[src/rtl/nvme_cdc_arb.sv]
// Round-robin arbiter sharing one toggle-handshake CDC channel, with the ack resynchroniser nvme_cdc.
// Optional build macro: NVME_CDC_ARB_TIMEOUT_EN adds the sticky timeout_err port and WAIT-cycle counter.

// Purpose: plain flop-chain synchroniser for a single slow toggle line.
// Latency: STAGES clk edges from d to q.
// Backpressure: none; d must hold each level for at least STAGES cycles.
module nvme_cdc #(
    parameter int STAGES = 3
) (
    input  logic clk,
    input  logic d,
    output logic q
);

    // No reset here: the chain powers up to 0 and flushes while the source is held in reset.
    logic [STAGES-1:0] sync_q;

    always_ff @(posedge clk) begin
        sync_q <= {sync_q[STAGES-2:0], d};
    end

    assign q = sync_q[STAGES-1];

endmodule

// Purpose: round-robin pick among NREQ requesters, hold the winner's payload, toggle xfer_req.
// Latency: xfer_req toggles 1 clk after accept; busy falls STAGES+1 clk after the ack edge.
// Backpressure: req_ready is zero whenever busy=1; one crossing outstanding at a time.
module nvme_cdc_arb #(
    parameter int NREQ    = 4,
    parameter int WIDTH   = 32,
    parameter int STAGES  = 3,
    parameter int TIMEOUT = 1024,
    localparam int SW     = $clog2(NREQ)
) (
    input  logic                    clk,
    input  logic                    reset,
    input  logic [NREQ-1:0]         req_valid,
    input  logic [NREQ*WIDTH-1:0]   req_data,
    output logic [NREQ-1:0]         req_ready,
    output logic                    xfer_req,
    output logic [WIDTH-1:0]        xfer_data,
    output logic [SW-1:0]           xfer_src,
    input  logic                    xfer_ack,
    output logic                    busy
`ifdef NVME_CDC_ARB_TIMEOUT_EN
    ,
    output logic                    timeout_err
`endif
);

    typedef enum logic {
        S_IDLE,
        S_WAIT
    } state_t;

    typedef struct packed {
        logic [SW-1:0]    src;
        logic [WIDTH-1:0] dat;
    } hold_t;

    state_t            state, state_nxt;
    hold_t             hold_q;
    logic [SW-1:0]     last_grant;
    logic [SW-1:0]     winner;
    logic              found;
    logic              accept;
    logic              ack_sync;
    logic [WIDTH-1:0]  win_dat;

    nvme_cdc #(
        .STAGES(STAGES)
    ) u_ack_sync (
        .clk(clk),
        .d  (xfer_ack),
        .q  (ack_sync)
    );

    function automatic logic [SW-1:0] rr_idx(input logic [SW-1:0] base, input int k);
        int t;
        t = (int'(base) + k) % NREQ;
        return SW'(t);
    endfunction

    // Search upward from the slot after the previous winner, wrapping.
    always_comb begin
        found  = 1'b0;
        winner = '0;
        for (int k = 1; k <= NREQ; k++) begin
            if (!found && req_valid[rr_idx(last_grant, k)]) begin
                found  = 1'b1;
                winner = rr_idx(last_grant, k);
            end
        end
    end

    assign win_dat = req_data[winner*WIDTH +: WIDTH];

    always_ff @(posedge clk) begin
        if (reset) begin
            state <= S_IDLE;
        end else begin
            state <= state_nxt;
        end
    end

    always_comb begin
        state_nxt = state;
        req_ready = '0;
        accept    = 1'b0;
        case (state)
            S_IDLE: begin
                if (found) begin
                    req_ready[winner] = 1'b1;
                    accept            = 1'b1;
                    state_nxt         = S_WAIT;
                end
            end
            S_WAIT: begin
                // Any ack toggle seen while idle is harmless: only equality with xfer_req matters here.
                if (ack_sync == xfer_req) begin
                    state_nxt = S_IDLE;
                end
            end
            default: state_nxt = S_IDLE;
        endcase
    end

    always_ff @(posedge clk) begin
        if (reset) begin
            hold_q     <= '0;
            xfer_req   <= 1'b0;
            last_grant <= SW'(NREQ - 1);
        end else if (accept) begin
            hold_q     <= '{src: winner, dat: win_dat};
            xfer_req   <= ~xfer_req;
            last_grant <= winner;
        end
    end

    assign xfer_data = hold_q.dat;
    assign xfer_src  = hold_q.src;
    assign busy      = (state == S_WAIT);

`ifdef NVME_CDC_ARB_TIMEOUT_EN
    localparam int CW = $clog2(TIMEOUT + 1);

    logic [CW-1:0] to_cnt;

    always_ff @(posedge clk) begin
        if (reset) begin
            to_cnt      <= '0;
            timeout_err <= 1'b0;
        end else if (accept) begin
            to_cnt <= '0;
        end else if (state == S_WAIT && to_cnt != CW'(TIMEOUT)) begin
            to_cnt <= to_cnt + 1'b1;
            if (to_cnt == CW'(TIMEOUT - 1)) begin
                timeout_err <= 1'b1;
            end
        end
    end
`endif

endmodule
[config.mk]
export PLATFORM = sky130hd
export DESIGN_NAME = nvme_cdc_arb
export DESIGN_NICKNAME = d
export VERILOG_FILES = /design/src/rtl/nvme_cdc_arb.sv
export SDC_FILE = /design/constraint.sdc
export NUM_CORES = 1
export LEC_CHECK = 0
export BUFFER_PORTS_ARGS = -buffer_cell sky130_fd_sc_hd__buf_4
export CORE_ASPECT_RATIO = 0.9
export CORE_MARGIN = 1.5
export CORE_UTILIZATION = 42
export DETAILED_ROUTE_END_ITERATION = 16
export MAX_ROUTING_LAYER = met4
export PLACE_DENSITY_LB_ADDON = 0.25
export SYNTH_ARGS = -nofsm -noshare
export SYNTH_HDL_FRONTEND = slang
export SYNTH_SLANG_ARGS = --single-unit
[constraint.sdc]
create_clock -name clk -period 2.3 [get_ports clk]
set_input_delay 0.23 -clock clk [delete_from_list [all_inputs] [get_ports clk]]
set_output_delay 0.23 -clock clk [all_outputs]
set_load 0.02 [all_outputs]
==> impl_metrics.tcl, run 1 <==
set metrics [dict create \
    path_class "reg -> out" \
    antenna_cells 0 \
    drt-initial-drc-count 135 \
    synth_nets 413 \
    worstPathRequired_ns 2.07 \
    clock_sinks 41 \
    cts_buffer_depth 2 \
    syn_inst 278 \
    ctsHoldBuffers 0 \
    first_global_vias 2861 \
    tns_ns 0 \
    clk_latency_ns 0.29 \
    portBuffers 174 \
    cts_made_buffers 5 \
    num_io_pins 175 \
    rsz0062_at_grt "false" \
    avgViaCountPerCell 5.649 \
    grt_use_total_pct 26.58 \
    chipHeight_um 77.88 \
    ys.warnings.count 0 \
    htreeDepth 2 \
    final_cell_mix "buf_4, dfxtp_1, mux2i_1" \
    ys.flop_type "dfxtp_1" \
    place_hpwl_um 6393 \
    final_common_cell "buf_4" \
    antenna_found_initial 0 \
    final_layout_size_suffix_gt1_share_pct 48.08 \
    async_flop_share_pct 0 \
    drcViolationCount 0 \
    hold_path_class "in -> reg" \
    seq_area_frac_synth_pct 31.37 \
    synth.distinct_cells 36 \
    skew_ns 0.004555 \
    grt_pass1_wl_um 13810 \
    crit_fanout 11 \
    wire_per_inst_um 17.32 \
    fill_cells 555 \
    dieArea_um2 6712 \
    synth-edff-count 0 \
    cp-end-kind "primary output" \
    slew_headroom_pct 57.33 \
    core_um2 6081 \
    total_leakage_power_nw 2.035 \
    min_period_ns 2.093 \
    p_per_area_nw_per_um2 635.0 \
    syn_avg_cell_area_um2 9.411 \
    rows 27 \
    finalNetCount 578 \
    initial_core_util_pct 43.02 \
    hold_viol_final 0 \
    antenna_left 0 \
    slew_violations 0 \
    max_freq_mhz 477.8 \
    cts_root_buffer "clkbuf_8" \
    worst_slew_pin_slew_ns 0.6385 \
    path_clk_slew_ns 0.08 \
    cts_tree "built" \
    wirelength_um 8920 \
    cap_viol_max_count 0 \
    stdcell_count 515 \
    dr_total_vias 2909 \
    cp-start-kind "flop" \
    dp_cells 508 \
    grt_max_degree 40 \
    gp_congestion 0.8271 \
    die_w_um 86.20 \
    crit_arrival_ns 1.86 \
    ys_ff_latch 41 \
    mappedNetlistArea_um2 2616 \
    area_delta_synth_final_pct 55.81 \
    firstDrtPassIters 4 \
    post-route-period-util_pct 91.00 \
    status "finished clean" \
    ir_worst_vdd_uv 346.0 \
    setup_viol 0 \
    grt_overflow 0 \
]
-- state kept, by name (all words and copies together) (netlist names) --
name and count:
last_grant 2, xfer_src 2, busy 1, xfer_data 32, xfer_req 1, u_ack_sync.sync_q 3
-- layout make-up --
| cell class | count | area, um2 | area share (%) |
|---|---|---|---|
| Clock buffer | 5 | 68.82 | 1.688 |
| Clock inverter | 2 | 35.03 | 0.8594 |
| Tap cell | 72 | 90.09 | 2.210 |
| Multi-Input combinational cell | 210 | 1660 | 40.73 |
| Sequential cell | 41 | 820.8 | 20.14 |
| Timing Repair Buffer | 185 | 1401 | 34.38 |
-- power breakdown --
part	switching, W	total (W)	internal (W)
registers	0.0000634	0.000882	0.000818
clock network	0.000260	0.000576	0.000316
logic	0.000562	0.00113	0.000569
total	0.000886	0.00259	0.00170
-- cells by family after synthesis --
family                 after synthesis  synth area share (%)
XOR/XNOR                             2                0.6697
AO/OA/AOI/OAI                       92                 27.36
multiplexers                        49                 19.46
flip-flops                          41                 31.37
buffers and inverters               27                 5.356
AND/OR/NAND/NOR                     67                 15.78
-- timing repair --
| action | 4_1_cts | 5_1_grt |
|---|---|---|
| endpoints found under the hold margin | 0 | 0 |
| buffers inserted | 0 | 0 |
| gates resized for setup | 0 | 1 |
| endpoints found under the setup margin | 0 | 1 |
-- routing by layer --
metal  share of wire, %  track usage, %  vias up
met4                1.1           7.097        0
met5                  0               -        -
li1                   -               -     1406
met1                 43           33.38     1392
met2                 50           42.60      102
met3                6.0           6.702        9
-- path summary, 6_finish.rpt --
| path | depth (start not counted) | slack, ns | end | start |
|---|---|---|---|---|
| worst max-delay path | 4 | 0.21 | req_ready[1] | last_grant[1]$_SDFFE_PP1P_ |
| worst min-delay path | 1 | 0.04 | u_ack_sync.sync_q[0]$_DFF_P_ | xfer_ack |
| worst max register to register | 6 | 0.34 | xfer_data[6]$_SDFFE_PP0P_ | last_grant[0]$_SDFFE_PP1P_ |
| worst min register to register | 0 | 0.33 | u_ack_sync.sync_q[1]$_DFF_P_ | u_ack_sync.sync_q[0]$_DFF_P_ |
-- worst max-delay path, cell delays in order, from the launching register on --
cell and delay, ns:
dfxtp_1 0.54, or3b_1 0.43, and2_1 0.22, nor3_1 0.20, buf_4 0.17
-- Yosys cell counts, types with 7 or more instances --
cell	number	area [um2]
a31oi_1	15	93.84
o221ai_1	17	148.9
mux2_2	14	157.7
mux2i_1	34	340.3
a21oi_1	7	35.03
nor2_1	12	45.04
buf_2	7	35.03
o211a_1	15	150.1
nand2b_1	19	118.9
dfxtp_1	41	820.8
nand2_1	8	30.03
nand3b_1	17	127.6
o31ai_1	15	112.6
clkbuf_1	16	60.06
o211ai_1	15	112.6
-- metrics by stage --
stage | instance area, um2 | utilization [%] | hold slack [ns] | total power [W] | setup slack, ns
floorplan | 2616 | - | 0.2577 | 0.001552 | 0.3764
global placement | 3973 | 65.33 | 0.3121 | 0.002001 | 0.3747
detailed placement | 3973 | 65.33 | 0.3153 | 0.002026 | 0.3246
CTS | 4076 | 67.04 | 0.03207 | 0.002599 | 0.1650
global route | 4076 | 67.04 | 0.01457 | 0.002724 | 0.09240
finish | 4076 | 67.04 | 0.04099 | 0.002589 | 0.2070
Power figures use the tool's default switching activity.
==> run 2, diff against run 1 <==
- CELL_PAD_IN_SITES_DETAIL_PLACEMENT: not set -> 0
- CELL_PAD_IN_SITES_GLOBAL_PLACEMENT: not set -> 2
- CORE_UTILIZATION: 42 -> 22
- GPL_TIMING_DRIVEN: not set -> 0
==> run 2 against run 1 <==
Compared with the run above: final cell count up 19%; setup slack worse by 0.057 ns; via count is 1.3% lower; critical path type unchanged; combinational power increased by 4%; largest power group unchanged; non-clock buffer count increased by 16; highest routed layer unchanged; sequential share of layout area shrank 1.1 points; die area rose by 87%; hold slack gained 0.012 ns; utilization down 30 points.
==> impl_metrics.tcl, run 2 (same netlist as run 1, synthesis figures left out) <==
set metrics [dict create \
    clk_latency_ns 0.28 \
    dieArea_um2 12560 \
    dr_total_vias 2872 \
    max_freq_mhz 465.1 \
    cts_made_buffers 5 \
    rows 37 \
    die_w_um 118.0 \
    rsz0062_at_grt "false" \
    post-route-period-util_pct 93.47 \
    chipHeight_um 106.5 \
    firstDrtPassIters 4 \
    htreeDepth 2 \
    initial_core_util_pct 22.70 \
    clock_sinks 41 \
    setup_viol 0 \
    num_io_pins 175 \
    antenna_cells 0 \
    worst_slew_pin_slew_ns 0.5888 \
    grt_max_degree 13 \
    slew_violations 0 \
    grt_pass1_wl_um 15690 \
    path_class "reg -> out" \
    pre_cts_slack_ns -0.1970 \
    drcViolationCount 0 \
    gp_congestion 0.7588 \
    hold_path_class "in -> reg" \
    total_leakage_power_nw 2.088 \
    finalNetCount 594 \
    fin_ws_ns 0.1501 \
    hold_viol_final 0 \
    antenna_left 0 \
    antenna_found_initial 0 \
    wire_per_inst_um 16.41 \
    grt_overflow 0 \
    wl_met3_um 461 \
    final_layout_size_suffix_gt1_share_pct 47.71 \
    avgViaCountPerCell 4.670 \
    first_global_vias 3052 \
    p_per_area_nw_per_um2 659.5 \
    drt-initial-drc-count 125 \
    cts_root_buffer "clkbuf_16" \
    final_common_cell "buf_4" \
    min_period_ns 2.150 \
    top_layer "met4" \
    cts_tree "built" \
    wirelength_um 10090 \
    status "finished clean" \
    final_cell_mix "buf_4, dfxtp_1, mux2i_1" \
    crit_fanout 10 \
    wl_met2_um 4998 \
    cap_viol_max_count 0 \
    crit_arrival_ns 1.92 \
    grt_use_total_pct 16.19 \
    path_clk_slew_ns 0.06 \
    area_delta_synth_final_pct 64.80 \
    largest_reg_flops 32 \
    ir_worst_vdd_uv 309.6 \
    cp-end-kind "primary output" \
    cp-start-kind "flop" \
    cts_buffer_depth 2 \
    met1_length_um 4590 \
    slew_headroom_pct 60.60 \
    skew_ns 0.004325 \
    portBuffers 174 \
    holdWs_ns 0.05282 \
    core_um2 11530 \
    place_hpwl_um 7934 \
    worstPathRequired_ns 2.07 \
]
-- run 2: changes by cell type in the layout (fill, tap and decap cells not counted), sizes merged --
| cell | delta |
|---|---|
| clkbuf | +15 |
| buf | +1 |
-- run 2: final timing paths --
kind / from / depth (start not counted) / end / slack (ns)
max reg2reg: last_grant[0]$_SDFFE_PP1P_ / 7 / xfer_data[13]$_SDFFE_PP0P_ / 0.29
max: last_grant[0]$_SDFFE_PP1P_ / 7 / req_ready[1] / 0.15
min: xfer_ack / 1 / u_ack_sync.sync_q[0]$_DFF_P_ / 0.05
min reg2reg: u_ack_sync.sync_q[0]$_DFF_P_ / 0 / u_ack_sync.sync_q[1]$_DFF_P_ / 0.33
-- run 2: metal layers --
metal	GRT usage (%)	up-vias
li1	-	1436
met1	20.46	1355
met2	27.28	79
met3	2.951	2
met4	3.136	0
met5	-	-
-- run 2: worst max-delay path, stage by stage, from the launching register on --
cell and delay, ns:
dfxtp_2 0.35, nand2b_2 0.22, a21oi_4 0.27, nor3_4 0.09, buf_6 0.18, buf_6 0.17, nor3_1 0.17, buf_4 0.19
-- run 2: cell type report --
class,count,area [um2]
fill,1209,7216
multi-input combinational,210,1677
timing repair buffer,175,1314
sequential,41,822.0
tap,156,195.2
buffer,26,143.9
clock buffer,5,125.1
clock inverter,2,35.03
-- run 2: metrics by stage --
step / setup TNS [ns] / instances / power (W) / instance area (um2) / utilization, %
6_report: 0 / 615 / 0.002844 / 4312 / 37.40
3_3_place_gp: -2.152 / 608 / 0.002051 / 4118 / 35.72
5_1_grt: 0 / 615 / 0.003013 / 4312 / 37.40
2_1_floorplan: 0 / 278 / 0.001552 / 2616 / -
3_5_place_dp: -1.992 / 608 / 0.002065 / 4118 / 35.72
4_1_cts: 0 / 615 / 0.002887 / 4292 / 37.23
-- run 2: repair_timing --
action	4_1_cts	5_1_grt
setup buffers	1	0
pin swaps	1	0
hold buffers	0	0
gates resized for setup	4	8
setup endpoints to repair	6	3
-- run 2: power breakdown --
part	switching [W]	internal, W
Sequential	0.0000567	0.000820
Clock	0.000293	0.000505
Combinational	0.000588	0.000582
Total	0.000937	0.00191
==> run 3, diff against run 2 <==
- PLACE_DENSITY_LB_ADDON: 0.25 -> 0.1
==> run 3 against run 2 <==
Compared with the run above: setup slack worse by 0.0070 ns; global-route usage up 0.74 points; fmax down 0.32%; largest power group unchanged; sequential share of layout area about the same; via count up 1.1%; clock power up 0.6%; die area unchanged; first-iteration DRC count down 18%; utilization up 0.054 points; flip-flop and latch count unchanged.
==> impl_metrics.tcl, run 3 (same netlist as run 1, synthesis figures left out) <==
set metrics [dict create \
    dp_cells 608 \
    grt_use_total_pct 16.93 \
    antenna_cells 0 \
    hold_viol_final 0 \
    crit_arrival_ns 1.93 \
    crit_chain "a21o_1 > clkbuf_2 > clkbuf_4 > buf_2 > nor3_1 > buf_4" \
    initial_core_util_pct 22.70 \
    final_common_cell "buf_4" \
    min_period_ns 2.157 \
    dieArea_um2 12560 \
    antenna_found_initial 0 \
    final_cell_mix "buf_4, dfxtp_1, mux2i_1" \
    finalNetCount 595 \
    worst_slew_pin_slew_ns 0.5849 \
    die_w_um 118.0 \
    slew_headroom_pct 60.86 \
    crit_fanout 10 \
    grt_pass1_wl_um 16280 \
    wire_per_inst_um 16.85 \
    holdWs_ns 0.04957 \
    status "finished clean" \
    clk_latency_ns 0.28 \
    ir_worst_vdd_uv 322.8 \
    cap_viol_max_count 0 \
    rows 37 \
    slew_violations 0 \
    area_delta_synth_final_pct 65.04 \
    chipHeight_um 106.5 \
    skew_ns 0.004360 \
    cts_made_buffers 5 \
    grt_overflow 0 \
    cpMaxStageDelayCell "dfxtp_1" \
    place_hpwl_um 7899 \
    cp-start-kind "flop" \
    final_area_um2 4318 \
    critical-path-top-delay-family "buffers and inverters" \
    max_freq_mhz 463.6 \
    setup_viol 0 \
    total_leakage_power_nw 2.095 \
    wirelength_um 10380 \
    cp-end-kind "primary output" \
    drcViolationCount 0 \
    first_global_vias 3031 \
    path_class "reg -> out" \
    htreeDepth 2 \
    gp_congestion 0.7644 \
    post-route-period-util_pct 93.78 \
    drt-initial-drc-count 103 \
    fill_cells 1199 \
    p_per_area_nw_per_um2 663.5 \
    stdcell_count 616 \
    crit_path_max_incr_delay_ns 0.40 \
    placed_area_um2 4118 \
    core_um2 11530 \
    antenna_left 0 \
    largest_reg_flops 32 \
    rsz0062_at_grt "false" \
    dr_total_vias 2905 \
    hold_path_class "in -> reg" \
    worstPathRequired_ns 2.07 \
    num_io_pins 175 \
    avgViaCountPerCell 4.716 \
    cts_tree "built" \
    path_clk_slew_ns 0.06 \
    grt_max_degree 13 \
    portBuffers 174 \
    firstDrtPassIters 4 \
    cts_buffer_depth 2 \
    cts_root_buffer "clkbuf_16" \
    clock_sinks 41 \
    utilization_pct 37.46 \
    critical_path_buf_inv_count 4 \
    final_layout_size_suffix_gt1_share_pct 47.83 \
]
==> run 3: cell count changes in the layout (fill, tap and decap cells not counted), sizes merged <==
cell	change
buf	+1
==> run 3: area by class of cell <==
cell class	instances	area [um2]	share of cell area [%]
multi-input combinational	210	1674	38.77
tap	156	195.2	4.520
timing repair buffer	176	1321	30.60
clock buffer	5	125.1	2.898
sequential	41	822.0	19.04
clock inverter	2	35.03	0.8114
buffer	26	145.1	3.361
==> run 3: where the power goes <==
group	switching, W	internal [W]
Clock	0.000297	0.000505
Sequential	0.0000582	0.000820
Combinational	0.000600	0.000585
==> run 3: final timing paths <==
path | start | endpoint | slack [ns] | cells past startpoint
worst max register to register | last_grant[0]$_SDFFE_PP1P_ | xfer_data[4]$_SDFFE_PP0P_ | 0.25 | 7
worst min-delay path | xfer_ack | u_ack_sync.sync_q[0]$_DFF_P_ | 0.05 | 1
worst max-delay path | busy$_SDFF_PP0_ | req_ready[1] | 0.14 | 6
worst min register to register | u_ack_sync.sync_q[0]$_DFF_P_ | u_ack_sync.sync_q[1]$_DFF_P_ | 0.33 | 0
==> run 3: through the flow <==
stage	TNS, ns	power [W]	setup WS (ns)
2_1_floorplan	0	0.001552	0.3764
3_3_place_gp	-2.514	0.002066	-0.2358
3_5_place_dp	-2.567	0.002073	-0.2465
4_1_cts	0	0.002911	0.03639
5_1_grt	0	0.003044	0.01014
6_report	0	0.002865	0.1431
==> run 3: routing by layer <==
layer | vias up | part of all wire (%) | global-route usage, %
li1 | 1444 | - | -
met1 | 1363 | 46 | 21.55
met2 | 86 | 47 | 26.86
met3 | 12 | 4.7 | 3.809
met4 | 0 | 1.9 | 5.139
met5 | - | 0 | -
==> run 3: what timing repair did <==
action                     in CTS  in global routing
hold buffers                    0                  0
pin swaps                       1                  0
setup endpoints to repair      12                 14
buffers inserted                2                  0
resized for setup               4                  9
